File: src/rtl/cnn_frame_sequencer.sv
// cnn_frame_sequencer
// Frame-level controller for the CNN datapath (conv window -> ReLU -> maxpool
// -> linear). It loads 64 pixels into the image buffer, then walks 36 output
// positions x 9 kernel taps while driving the accumulator strobes. It also
// holds the two-channel results in a small FIFO toward the consumer.
//
// Ports:
//   clk, rst_n            clock, asynchronous active-low reset
//   ena                   global enable; low freezes every register
//   start, abort          frame begin (IDLE only) / abandon current frame
//   pix_valid             input pixel present
//   pix_we, pix_addr      image buffer write strobe and address
//   pos_x, pos_y, tap_idx current output position and kernel tap
//   acc_clr, acc_en       accumulator load-vs-add select and update strobe
//   pos_done              last tap of a position (datapath captures result)
//   res_in, res_in_valid  {ch1, ch0} result from the linear stage
//   res_data, res_valid   FIFO head toward the consumer
//   res_ready             consumer accepts head
//   state                 FSM state: IDLE=0 LOAD=1 CONV=2 DRAIN=3 FLUSH=4 DONE=5
//   overflow              sticky: push arrived while the FIFO was full
//
// Handshake: a result leaves the FIFO on any enabled cycle where
// res_valid && res_ready; res_data holds while res_valid && !res_ready.
module cnn_frame_sequencer #(
    parameter int IMG_W      = 8,
    parameter int OUT_W      = 6,
    parameter int TAPS       = 9,
    parameter int FIFO_DEPTH = 2
) (
    input  logic        clk,
    input  logic        rst_n,
    input  logic        ena,
    input  logic        start,
    input  logic        abort,
    input  logic        pix_valid,
    output logic        pix_we,
    output logic [5:0]  pix_addr,
    output logic [2:0]  pos_x,
    output logic [2:0]  pos_y,
    output logic [3:0]  tap_idx,
    output logic        acc_clr,
    output logic        acc_en,
    output logic        pos_done,
    input  logic [15:0] res_in,
    input  logic        res_in_valid,
    output logic [15:0] res_data,
    output logic        res_valid,
    input  logic        res_ready,
    output logic [2:0]  state,
    output logic        overflow
);

    localparam int PTR_W = (FIFO_DEPTH > 1) ? $clog2(FIFO_DEPTH) : 1;
    localparam int CNT_W = $clog2(FIFO_DEPTH + 1);

    localparam logic [5:0]       LAST_PIX = 6'(IMG_W * IMG_W - 1);
    localparam logic [2:0]       LAST_POS = 3'(OUT_W - 1);
    localparam logic [3:0]       LAST_TAP = 4'(TAPS - 1);
    localparam logic [PTR_W-1:0] LAST_PTR = PTR_W'(FIFO_DEPTH - 1);
    localparam logic [CNT_W-1:0] CNT_ONE  = CNT_W'(1);
    localparam logic [CNT_W-1:0] CNT_FULL = CNT_W'(FIFO_DEPTH);
    localparam logic [CNT_W:0]   CREDITS  = (CNT_W + 1)'(FIFO_DEPTH);

    typedef enum logic [2:0] {
        S_IDLE  = 3'd0,
        S_LOAD  = 3'd1,
        S_CONV  = 3'd2,
        S_DRAIN = 3'd3,
        S_FLUSH = 3'd4,
        S_DONE  = 3'd5
    } state_t;

    state_t cur, nxt;

    logic [CNT_W-1:0] inflight;
    logic [CNT_W-1:0] occ;
    logic [PTR_W-1:0] rd_ptr, wr_ptr;
    logic [15:0]      mem [FIFO_DEPTH];

    logic abort_hit;
    logic credit_ok;
    logic push, pop, full, do_write;

    // Abort only acts on a frame in progress; it outranks every other event.
    assign abort_hit = ena && abort && (cur == S_LOAD || cur == S_CONV || cur == S_DRAIN);

    // A position may start only if its result is guaranteed a FIFO slot.
    assign credit_ok = ({1'b0, inflight} + {1'b0, occ}) < CREDITS;

    assign full      = (occ == CNT_FULL);
    assign res_valid = (occ != '0);
    assign res_data  = mem[rd_ptr];
    assign pop       = ena && res_valid && res_ready;
    // Results landing during FLUSH (or on the abort cycle) belong to the
    // abandoned frame and are dropped.
    assign push      = ena && res_in_valid && (cur != S_FLUSH) && !abort_hit;
    assign do_write  = push && (!full || pop);
    assign state     = cur;

    // State register
    always_ff @(posedge clk or negedge rst_n) begin
        if (!rst_n) cur <= S_IDLE;
        else        cur <= nxt;
    end

    // Next-state logic
    always_comb begin
        nxt = cur;
        if (ena) begin
            if (abort_hit) begin
                nxt = S_FLUSH;
            end else begin
                case (cur)
                    S_IDLE:  if (start) nxt = S_LOAD;
                    S_LOAD:  if (pix_we && pix_addr == LAST_PIX) nxt = S_CONV;
                    S_CONV:  if (pos_done && pos_x == LAST_POS && pos_y == LAST_POS) nxt = S_DRAIN;
                    S_DRAIN: if (inflight == '0) nxt = S_DONE;
                    S_FLUSH: if (inflight == '0) nxt = S_IDLE;
                    S_DONE:  nxt = S_IDLE;
                    default: nxt = S_IDLE;
                endcase
            end
        end
    end

    // Output strobes; the stall check applies only at tap 0 so a started
    // position always runs its taps back to back.
    always_comb begin
        pix_we   = 1'b0;
        acc_en   = 1'b0;
        acc_clr  = 1'b0;
        pos_done = 1'b0;
        if (ena && !abort_hit) begin
            case (cur)
                S_LOAD: pix_we = pix_valid;
                S_CONV: begin
                    if (tap_idx != 4'd0 || credit_ok) begin
                        acc_en   = 1'b1;
                        acc_clr  = (tap_idx == 4'd0);
                        pos_done = (tap_idx == LAST_TAP);
                    end
                end
                default: ;
            endcase
        end
    end

    // Pixel address, position and tap counters
    always_ff @(posedge clk or negedge rst_n) begin
        if (!rst_n) begin
            pix_addr <= '0;
            pos_x    <= '0;
            pos_y    <= '0;
            tap_idx  <= '0;
        end else if (ena) begin
            if (abort_hit || (cur == S_IDLE && start)) begin
                pix_addr <= '0;
                pos_x    <= '0;
                pos_y    <= '0;
                tap_idx  <= '0;
            end else begin
                if (pix_we)
                    pix_addr <= (pix_addr == LAST_PIX) ? 6'd0 : pix_addr + 6'd1;
                if (acc_en)
                    tap_idx <= (tap_idx == LAST_TAP) ? 4'd0 : tap_idx + 4'd1;
                if (pos_done) begin
                    if (pos_x == LAST_POS) begin
                        pos_x <= 3'd0;
                        pos_y <= (pos_y == LAST_POS) ? 3'd0 : pos_y + 3'd1;
                    end else begin
                        pos_x <= pos_x + 3'd1;
                    end
                end
            end
        end
    end

    // In-flight results: issued at pos_done, retired on res_in_valid.
    // Retirement continues through FLUSH so the frame can close cleanly.
    always_ff @(posedge clk or negedge rst_n) begin
        if (!rst_n) begin
            inflight <= '0;
        end else if (ena) begin
            case ({pos_done, res_in_valid})
                2'b10:   inflight <= inflight + CNT_ONE;
                2'b01:   if (inflight != '0) inflight <= inflight - CNT_ONE;
                default: ;
            endcase
        end
    end

    // Result FIFO
    always_ff @(posedge clk or negedge rst_n) begin
        if (!rst_n) begin
            rd_ptr   <= '0;
            wr_ptr   <= '0;
            occ      <= '0;
            overflow <= 1'b0;
            for (int i = 0; i < FIFO_DEPTH; i++) mem[i] <= '0;
        end else if (ena) begin
            if (abort_hit) begin
                rd_ptr <= '0;
                wr_ptr <= '0;
                occ    <= '0;
            end else begin
                if (pop)
                    rd_ptr <= (rd_ptr == LAST_PTR) ? '0 : rd_ptr + PTR_W'(1);
                if (do_write) begin
                    mem[wr_ptr] <= res_in;
                    wr_ptr <= (wr_ptr == LAST_PTR) ? '0 : wr_ptr + PTR_W'(1);
                end
                if (push && full && !pop)
                    overflow <= 1'b1;
                case ({do_write, pop})
                    2'b10:   occ <= occ + CNT_ONE;
                    2'b01:   occ <= occ - CNT_ONE;
                    default: ;
                endcase
            end
        end
    end

endmodule

File: config.mk
export PLATFORM = sky130hd
export DESIGN_NAME = cnn_frame_sequencer
export DESIGN_NICKNAME = d
export VERILOG_FILES = /design/src/rtl/cnn_frame_sequencer.sv
export SDC_FILE = /design/constraint.sdc
export NUM_CORES = 1
export LEC_CHECK = 0
export CORE_AREA = 4 4 84 86
export CTS_CLUSTER_DIAMETER = 40
export DETAILED_ROUTE_END_ITERATION = 10
export DIE_AREA = 0 0 88 90
export PLACE_DENSITY_LB_ADDON = 0.15
export SLEW_MARGIN = 10
export SYNTH_ARGS = -nofsm -noshare
export SYNTH_HDL_FRONTEND = slang
export SYNTH_SLANG_ARGS = --single-unit
File: constraint.sdc
create_clock -name clk -period 2.15 [get_ports clk]
set_input_delay 0.43 -clock clk [delete_from_list [all_inputs] [get_ports clk]]
set_output_delay 0.43 -clock clk [all_outputs]
set_load 0.02 [all_outputs]
## Yosys cells after proc, flatten, opt, wreduce, memory -nomap -nowiden

Cells that the tools add are included.

| storage, ports and cells | value |
|---|---|
| register bits | 58 |
| input bits | 24 |
| output and inout port bits | 41 |
| logic and storage cells | 146 |

| cells by class | value |
|---|---|
| add/subtract/negate cells | 11 |
| $lt $le $gt $ge | 4 |
| equality and inequality tests | 20 |
| multiplexer cells | 47 |
| bitwise gates (word level) | 3 |
| reduce and logical (&&, ||, !) cells | 49 |

Operators by type and width:

| kind | count |
|---|---|
| $mux 16 | 4 |
| $mux 3 | 13 |
| $bwmux 32 | 1 |
| $mux 6 | 3 |
| $reduce_bool 2->1 | 9 |
| $mux 1 | 17 |
| $demux 16 s1 | 1 |
| $logic_and 1x1->1 | 16 |
| $pmux 3 s5 | 1 |
| $mux 4 | 3 |
| $reduce_and 2->1 | 6 |
| $reduce_and 3->1 | 4 |
| $eq 3x3->1 const B | 3 |
| $ne 3x2->1 const B | 3 |
| $ne 3x3->1 const B | 3 |
| $pmux 2 s2 | 2 |
| $add 3x1->3 const B | 2 |
| $add 6x1->6 const B | 1 |
| $eq 2x2->1 const B | 3 |
| $eq 3x2->1 const B | 2 |
| $eq 6x6->1 const B | 1 |
| $reduce_and 6->1 | 1 |
| $logic_or 1x1->1 | 5 |
| $add 2x1->2 const B | 2 |
| 20 further kinds | 28 |

## Depth between registers and ports, before layout

| logic depth | value |
|---|---|
| depth after elaboration | 12 |
| mapped depth | 8 |
| gate-level depth less buffers | 8 |

## Worst setup path after synthesis

No wires, ideal clock.

| path | value |
|---|---|
| kind | register to register |
| start | reg cur[1] (netlist: state[1]) |
| end | reg mem[16] (netlist bit) |
| library setup time | 0.125 ns |
| data arrival time | 1.952 ns |
| slack | 0.073 ns |
| stages on the path, launching flop included | 8 |
| buffers on the path | 2 |
| period minus slack after synthesis | 2.077 ns |
| cell sequence | dfrtp_1 o21ai_1 o2111ai_2 nor2b_2 nor2b_4 buf_6 buf_6 mux2_4 |

| between the ends | value |
|---|---|
| cells in the longest elaborated chain, start to end | 8 |

Ends and longest elaborated chain:

| element | line | source |
|---|---|---|
| from (decl) | 73 | `state_t cur, nxt;` |
| from (signal assigned) | 103 | `else cur <= nxt;` |
| $eq 3x1->1 or $eq 3x2->1 (tied branches) | 85 | `assign abort_hit = ena && abort && (cur == S_LOAD \|\| cur == S_CONV \|\| cur == S_DRAIN);` |
| $logic_or 1x1->1 (2 in series) | 85 |  |
| $logic_and 1x1->1 | 85 |  |
| $logic_not 1->1 | 96 | `assign push = ena && res_in_valid && (cur != S_FLUSH) && !abort_hit;` |
| $logic_and 1x1->1 | 96 |  |
| $logic_and 1x1->1 | 97 | `assign do_write = push && (!full \|\| pop);` |
| $reduce_and 3->1 (no line) * | -- |  |
| to (signal, indexed assignment) | 209 | `mem[wr_ptr] <= res_in;` |
| to (decl) | 78 | `logic [15:0] mem [FIFO_DEPTH];` |

Mark *: on every way between the ends. The rest lies on a longest branch, timed or not.
A chain may end at the register's enable or synchronous reset.

## Worst setup path after layout

| path | value |
|---|---|
| start | reg occ[0] |
| end | out acc_en |

| between the ends | value |
|---|---|
| cells in the longest elaborated chain, start to end | 6 |

Ends and longest elaborated chain:

| element | line | source |
|---|---|---|
| from (decl) | 76 | `logic [CNT_W-1:0] occ;` |
| from (signal assigned) | 215 | `2'b10: occ <= occ + CNT_ONE;` |
| from (signal assigned) | 216 | `2'b01: occ <= occ - CNT_ONE;` |
| $add 2x2->3 | 88 | `assign credit_ok = ({1'b0, inflight} + {1'b0, occ}) < CREDITS;` |
| $lt 3x2->1 | 88 |  |
| $logic_or 1x1->1 | 137 | `if (tap_idx != 4'd0 \|\| credit_ok) begin` |
| $mux 1 | 137 |  |
| $mux 1 | 134 | `case (cur)` |
| $mux 1 | 133 | `if (ena && !abort_hit) begin` |
| to (decl) | 42 | `output logic acc_en,` |

No other way between the ends.

==> metrics.csv <==
metric;value;unit
outcome;finished, violations left;
failing checks;setup timing;
Yosys warnings;0;
largest family of logic cells by synthesized area;multiplexers;
syn nets;304;
ys async rst share;100;%
HP Class;in2async;
Post-Layout Cell Count;479;
Post-CTS Hold Fix Bufs;0;
crit path kind;reg2out;
largest cells by area after synthesis;dfrtp_1 47%, mux2_2 14%, mux2_4 4.4%, nand2_1 2.8%, o21ai_0 2.6%;
NumNets Final;426;
initial antenna violation count;0;
largest net degree at the start of global routing;23;
leak pwr;0.00198;uW
Die X;88;um
vias in the first global route;2681;
worst relative slew slack;67.8;%
synthesized instance count;276;
placed insts;459;
register area share after synthesis;47.2;%
Core Box Area;6280;um2
Syn-to-layout area delta;44.7;%
CTS tree;done;
crit-path max FO;2;
max-slew violations;0;
Post-synth EDFFs;0;
Synth Area in Adders;1.87;%
Yosys cell types;63;
P_sw;1940;uW
critical path required time;1.72;ns
Peak Freq;0.446;GHz
routed vias/inst;5.45;
share of cells above drive strength 1;36.6;%
routed wire length;7590;um
IO Port Bufs;64;
Root Driver;clkbuf_8;
Final Setup Violations;3;
FF+latch count, synth;58;
CP arrival;1.81;ns
DP Area;4180;um2
worst clock skew;0.00637;ns
power per cell area;1250;nW/um2
most frequent cells in the layout;56 x dfrtp_1, 53 x buf_4, 45 x clkdlybuf4s50_1, 39 x mux2_2, 22 x nand2_1;
top_reg_cell synth;dfrtp_1;
most common cell after layout, fill and taps aside;dfrtp_1;
clk_lat worst skew;0.33;ns
total gr overflow;0;
drt drc;0;
antenna cell count;0;
pre-CTS setup slack;-0.490;ns
Synth Area in Compound Gates;12.5;%
Vias;2610;
Pint;3630;uW
gpl congestion;0.907;
final clock period utilization by the worst path;104;%
power share of the combinational group;49.6;%
crit path capture type;output pin;
Synth Area in XOR/XNOR;0.855;%
Worst VDD drop;765;uV
IO Pins;65;
final worst-path setup slack;-0.0933;ns
first-pass GRT wire length;12600;um
drt wl/cell;15.8;um
share of the synthesized area in the top cell type;47.2;%
Filler Cell Count;507;
cell taking the most area after synthesis;dfrtp_1;
initial core utilization;49.0;%
clock sinks;58;
Sequential Power Share;31.2;%
post-route cell area;4450;um2
Max Root-Sink Buffers;2;
# H-tree levels;3;
switching share of power;34.9;%
Rows;29;
maximum capacitance violations;0;
Synth Area in Simple Gates;15.7;%
unrepaired setup endpoints after global routing;yes;
GRT Total Usage;19.9;%
worst slew pin tran;0.483;ns
number of detailed-route iterations in the first pass;4;
TritonCTS Buffers;9;
Synth Cell Area;3070;um2
mux contribution to synthesized area;18.7;%
clock power share;19.2;%
Final Util;70.9;%
DIE AREA;7920;um2
final hold vios;0;
antenna-violating nets left;0;
Post-Syn Area per Cell;11.1;um2
DR iter-0 viols;142;
hpwl dp;5510;um
Critical Path Start Type;flop;
Reg clk slew, reported paths;0.07;ns
post-route minimum period;2.24;ns
Die Span Y;90;um
[cells in the mapped netlist, types with 3 or more instances]
cell type / number
dfrtp_1: 58
mux2_2: 39
nand2_1: 23
nor2_1: 20
o21ai_0: 16
a21oi_1: 12
inv_1: 10
mux2_4: 9
nand3_1: 6
clkbuf_1: 4
nor3_1: 4
o31ai_1: 4
and2_1: 3
ha_1: 3
nand2b_1: 3
nand4_1: 3
[metal layers]
metal  share of wire [%]  track usage (%)  up-vias
met5                   0                0        -
li1                    -                -     1248
met3                 3.7             3.93       13
met4                 1.7             7.80        0
met1                  46             26.7     1288
met2                  49             31.3       61
[worst max-delay path, cell delays in order (launching register included)]
cell	delay, ns
dfrtp_1	0.37
nand2_2	0.06
fa_1	0.56
nand2_1	0.07
a21oi_2	0.14
and2_4	0.17
buf_6	0.11
[state kept, by name (all words and copies together) (netlist names)]
signal	flops
inflight	2
mem	32
occ	2
overflow	1
pix_addr	6
pos_x	3
pos_y	3
rd_ptr	1
state	3
tap_idx	4
wr_ptr	1
[logic make-up (layout without fill, tap and decap cells)]
group / count (synthesis) / count (layout)
XOR/XNOR: 3 / 3
flip-flops: 58 / 58
AND/OR/NAND/NOR: 86 / 86
buffers and inverters: 20 / 146
multiplexers: 48 / 48
AO/OA/AOI/OAI: 57 / 57
adder cells (fa/ha/maj): 4 / 4
[worst paths after layout]
check                              start  endpoint  slack, ns  depth (start not counted)
worst max-delay path              occ[0]    acc_en      -0.09                          6
worst min-delay path               rst_n   mem[17]       0.05                          1
worst max register to register  state[0]  pos_y[1]       0.06                          7
worst min register to register  overflow  overflow       0.49                          1
max in group asynchronous          rst_n  state[2]       1.40                          2
min in group clk                overflow  overflow       0.49                          1
[per-stage QoR]
step	total power, uW	TNS, ns	hold WS (ns)
finish	5570	-0.185	0.0504
global route	5890	-0.396	0.0766
CTS	5560	-0.102	0.0553
detailed placement	4580	-7.50	0.422
global placement	4520	-7.21	0.421
floorplan	3340	0	0.134
[power by group through the flow]
stage / Clock, uW / Combinational (uW) / Sequential [uW]
after floorplan: 0 / 1550 / 1780
after global placement: 0 / 2800 / 1720
after detailed placement: 0 / 2840 / 1750
after CTS: 1100 / 2720 / 1740
after global routing: 1140 / 2960 / 1790
final: 1070 / 2760 / 1740
[timing repair]
| item | in CTS | in global routing |
|---|---|---|
| pin swaps | 1 | 5 |
| hold endpoints to repair | 0 | 0 |
| gates resized for setup | 37 | 11 |
| endpoints found under the setup margin | 18 | 21 |
| buffers inserted | 0 | 5 |
[area by class of cell]
class	count	area [um2]	area share [%]
Clock buffer	9	124	2.78
Clock inverter	6	82.6	1.86
Inverter	10	37.5	0.844
Multi-Input combinational cell	198	1560	35.1
Sequential cell	58	1450	32.7
Tap cell	77	96.3	2.17
Timing Repair Buffer	121	1090	24.6
(Power assumes the default switching activity.)
==> patch 1: new RTL, config.mk and constraints unchanged <==
Set the parameter `FIFO_DEPTH` to 1 (it was 2).
--- a/src/rtl/cnn_frame_sequencer.sv
+++ b/src/rtl/cnn_frame_sequencer.sv
@@ -25,7 +25,7 @@
     parameter int IMG_W      = 8,
     parameter int OUT_W      = 6,
     parameter int TAPS       = 9,
-    parameter int FIFO_DEPTH = 2
+    parameter int FIFO_DEPTH = 1
 ) (
     input  logic        clk,
     input  logic        rst_n,
Check against the original RTL: not equivalent (Yosys sat finds a counterexample within 4 cycles, from zero or initial values and one cycle with rst_n low).
==> patch 1 against the unedited design <==
  * Area after synthesis shrank 35%
  * Worst setup slack gained 0.22 ns
  * Sequential cell count shrank 20
  * Power shrank 37%
  * Fmax grew 11%
  * Design area shrank 30%
  * Routed wire length shrank 34%
  * Sequential power shrank 36%
==> patch 1: results (changes against the unedited design) <==
| Metric | Value |
|---|---|
| Worst R2R End | pix_addr[5]$_DFFE_PN0P_ (was pos_y[1]$_DFFE_PN0P_) |
| WHS | 0.186 ns (was 0.0504 ns) |
| Synth Area in XOR/XNOR | 0.0218 (was 0.00855) |
| Total length of routed met2 wires | 2380 um (was 3720 um) |
| Register area share after synthesis | 0.474 (was 0.472) |
| Worst Path Arrival | 1.59 ns (was 1.81 ns) |
| Post-cts resize count | 17 (was 37) |
| Syn nets | 221 (was 304) |
| Compound-Gate Fraction of Synth Area | 0.157 (was 0.125) |
| Status | finished, final reports clean (was complete, but fails checks) |
| Adder-Cell Fraction of Synth Area | 0.0250 (was 0.0187) |
| Grt met3 use | 0.0347 (was 0.0393) |
| Slew @ Worst Pin | 0.555 ns (was 0.483 ns) |
| VDD IR max | 0.559 mV (was 0.765 mV) |
| Vias per Instance | 4.86 (was 5.45) |
| Crit-path max FO | 13 (was 2) |
| Slowest stage delay, CP | 0.64 ns (was 0.56 ns) |
| Worst Setup SP | state[2]$_DFFE_PN0P_ (was occ[0]$_DFFE_PN0P_) |
| Met1 Wirelength | 2290 um (was 3460 um) |
| CTS buffer count | 5 (was 9) |
| Fraction of layout cells with a size suffix above 1 | 0.235 (was 0.366) |
| Critical path's slowest cell | clkdlybuf4s50_1 (was fa_1) |
| GRT met2 Usage | 0.216 (was 0.313) |
| Internal power | 2.21 mW (was 3.63 mW) |
| DR iter-0 viols | 50 (was 142) |
| HPWL after detailed placement | 3750 um (was 5510 um) |
| Skew-Pair Late Insertion Delay | 0.29 ns (was 0.33 ns) |
| # nets final | 317 (was 426) |
| Mux cell area share after synthesis | 0.107 (was 0.187) |
| R2R setup slack | 0.14 ns (was 0.06 ns) |
==> patch 1: cell types whose count changed after synthesis, sizes merged, moves of 3 or more <==
cell and delta:
a21oi -7, o2111ai -3, dfrtp -20, nand4 -3
o21ai -7, inv -3, mux2 -29, and2 -3
nor2 -7
==> patch 1: final cells by class <==
type / instances / area, um2 / area share
repair buffers: 96 / 895 / 0.287
inverters: 7 / 26.3 / 0.00843
well taps: 77 / 96.3 / 0.0309
multi-input cells: 141 / 1040 / 0.332
clock buffers: 6 / 82.6 / 0.0265
flip-flops and latches: 38 / 952 / 0.305
clock inverters: 1 / 30.0 / 0.00963
==> patch 1: power by group through the flow <==
| stage | logic (mW) | registers (mW) | clock network [mW] |
|---|---|---|---|
| after detailed placement | 1.75 | 1.12 | 0 |
| final | 1.76 | 1.12 | 0.624 |
| after floorplan | 0.638 | 1.40 | 0 |
| after global routing | 1.90 | 1.16 | 0.672 |
| after global placement | 1.75 | 1.12 | 0 |
| after CTS | 1.76 | 1.11 | 0.645 |
==> patch 2: new RTL, same settings <==
Made on the original files. Reset style: synchronous (`rst_n`), changed in 4 clocked blocks. Comments in the files are not updated.
--- a/src/rtl/cnn_frame_sequencer.sv
+++ b/src/rtl/cnn_frame_sequencer.sv
@@ -98,7 +98,7 @@
     assign state     = cur;
 
     // State register
-    always_ff @(posedge clk or negedge rst_n) begin
+    always_ff @(posedge clk) begin
         if (!rst_n) cur <= S_IDLE;
         else        cur <= nxt;
     end
@@ -146,7 +146,7 @@
     end
 
     // Pixel address, position and tap counters
-    always_ff @(posedge clk or negedge rst_n) begin
+    always_ff @(posedge clk) begin
         if (!rst_n) begin
             pix_addr <= '0;
             pos_x    <= '0;
@@ -177,7 +177,7 @@
 
     // In-flight results: issued at pos_done, retired on res_in_valid.
     // Retirement continues through FLUSH so the frame can close cleanly.
-    always_ff @(posedge clk or negedge rst_n) begin
+    always_ff @(posedge clk) begin
         if (!rst_n) begin
             inflight <= '0;
         end else if (ena) begin
@@ -190,7 +190,7 @@
     end
 
     // Result FIFO
-    always_ff @(posedge clk or negedge rst_n) begin
+    always_ff @(posedge clk) begin
         if (!rst_n) begin
             rd_ptr   <= '0;
             wr_ptr   <= '0;
Formal check against the unedited RTL: differs if rst_n is asserted again (counterexample within 4 cycles, from zero or initial values and one cycle with rst_n low); with rst_n held inactive, the same outputs for 4 cycles.
==> patch 2 against the unedited design <==
  * Non-clock buffer count decreased by 5
  * Critical path type unchanged
  * Routed wire length is 7.0% lower
  * Sequential cell count up 1
  * Design area decreased by 2.7%
  * Critical endpoint unchanged
  * Fmax decreased by 2.4%
  * Worst setup slack worse by 0.056 ns
  * Area after synthesis down 3.6%
  * Via count is 4.8% lower
  * The run still ends with setup timing left
Power is not compared: it rests on default switching activity, and its combinational part moved more than twofold at a synthesized area within 25%.
==> patch 2: results (changes against the unedited design) <==
| Metric | Value |
|---|---|
| Failing checks | setup timing (unchanged) |
| Largest cells by area after synthesis | edfxtp_1, dfxtp_1, and2_1, mux2_2, nor2_1 (was dfrtp_1, mux2_2, mux2_4, nand2_1, o21ai_0) |
| Endpoints failing setup | 2 (was 3) |
| Number of non-clock buffers | 116 (was 121) |
| Synth Flop Type | edfxtp_1 (was dfrtp_1) |
| Placed Area | 4060 um2 (was 4180 um2) |
| Fraction of layout cells with a size suffix above 1 | 0.289 (was 0.366) |
| Total length of routed met2 wires | 3510 um (was 3720 um) |
| Met3 wire length | 453 um (was 277 um) |
| Mux cell area share after synthesis | 0.0912 (was 0.187) |
| Worst r2r path cells | 9 (was 7) |
| Setup TNS | -0.157 ns (was -0.185 ns) |
| Sequential share of cell area | 0.348 (was 0.327) |
| Worst Path Arrival | 1.87 ns (was 1.81 ns) |
| Non-filler instance count after layout | 472 (was 479) |
| Final Skew | 0.00660 ns (was 0.00637 ns) |
| Status | complete, but fails checks (unchanged) |
| Final Instance Area | 4330 um2 (was 4450 um2) |
| #MultiIn Comb | 195 (was 198) |
| Slew @ Worst Pin | 0.383 ns (was 0.483 ns) |
| All-Layer GR Usage | 0.181 (was 0.199) |
| Cells after Synth | 275 (was 276) |
| Register area share after synthesis | 0.507 (was 0.472) |
| Number of fill cells in the layout | 515 (was 507) |
| Syn nets | 303 (was 304) |
| Clkbuf count | 11 (was 9) |
| Gp weighted congestion | 0.884 (was 0.907) |
| DR iter-0 viols | 99 (was 142) |
| Clock-cell share | 0.0483 (was 0.0464) |
| Post-synth ARST share | 0 (was 1.00) |
| Setup ws final | -0.149 ns (was -0.0933 ns) |
| Inverter count | 9 (was 10) |
| Post-cts resize count | 47 (was 37) |
[patch 2: cell count changes after synthesis, sizes merged, moves of 5 or more]
cell / delta
mux2i: +9
dfrtp: -58
o21ai: -11
mux2: -32
nor2: +6
a21oi: -5
and2: +30
dfxtp: +27
edfxtp: +32
[patch 2: logic make-up after synthesis]
kind of cell,count (synthesis)
compound gates,39
xor+xnor,9
fa+ha+maj,4
buf+inv,22
flops,59
mux,25
simple gates,117
[patch 2: path summary, 6_finish.rpt]
check	startpoint	end	slack [ns]
max	inflight[1]$_SDFFE_PN0P_	acc_en	-0.15
min	overflow$_SDFFE_PN0P_	overflow$_SDFFE_PN0P_	0.47
max reg2reg	tap_idx[1]$_SDFFE_PN0P_	state[1]$_SDFFE_PN0P_	0.10
min reg2reg	overflow$_SDFFE_PN0P_	overflow$_SDFFE_PN0P_	0.47
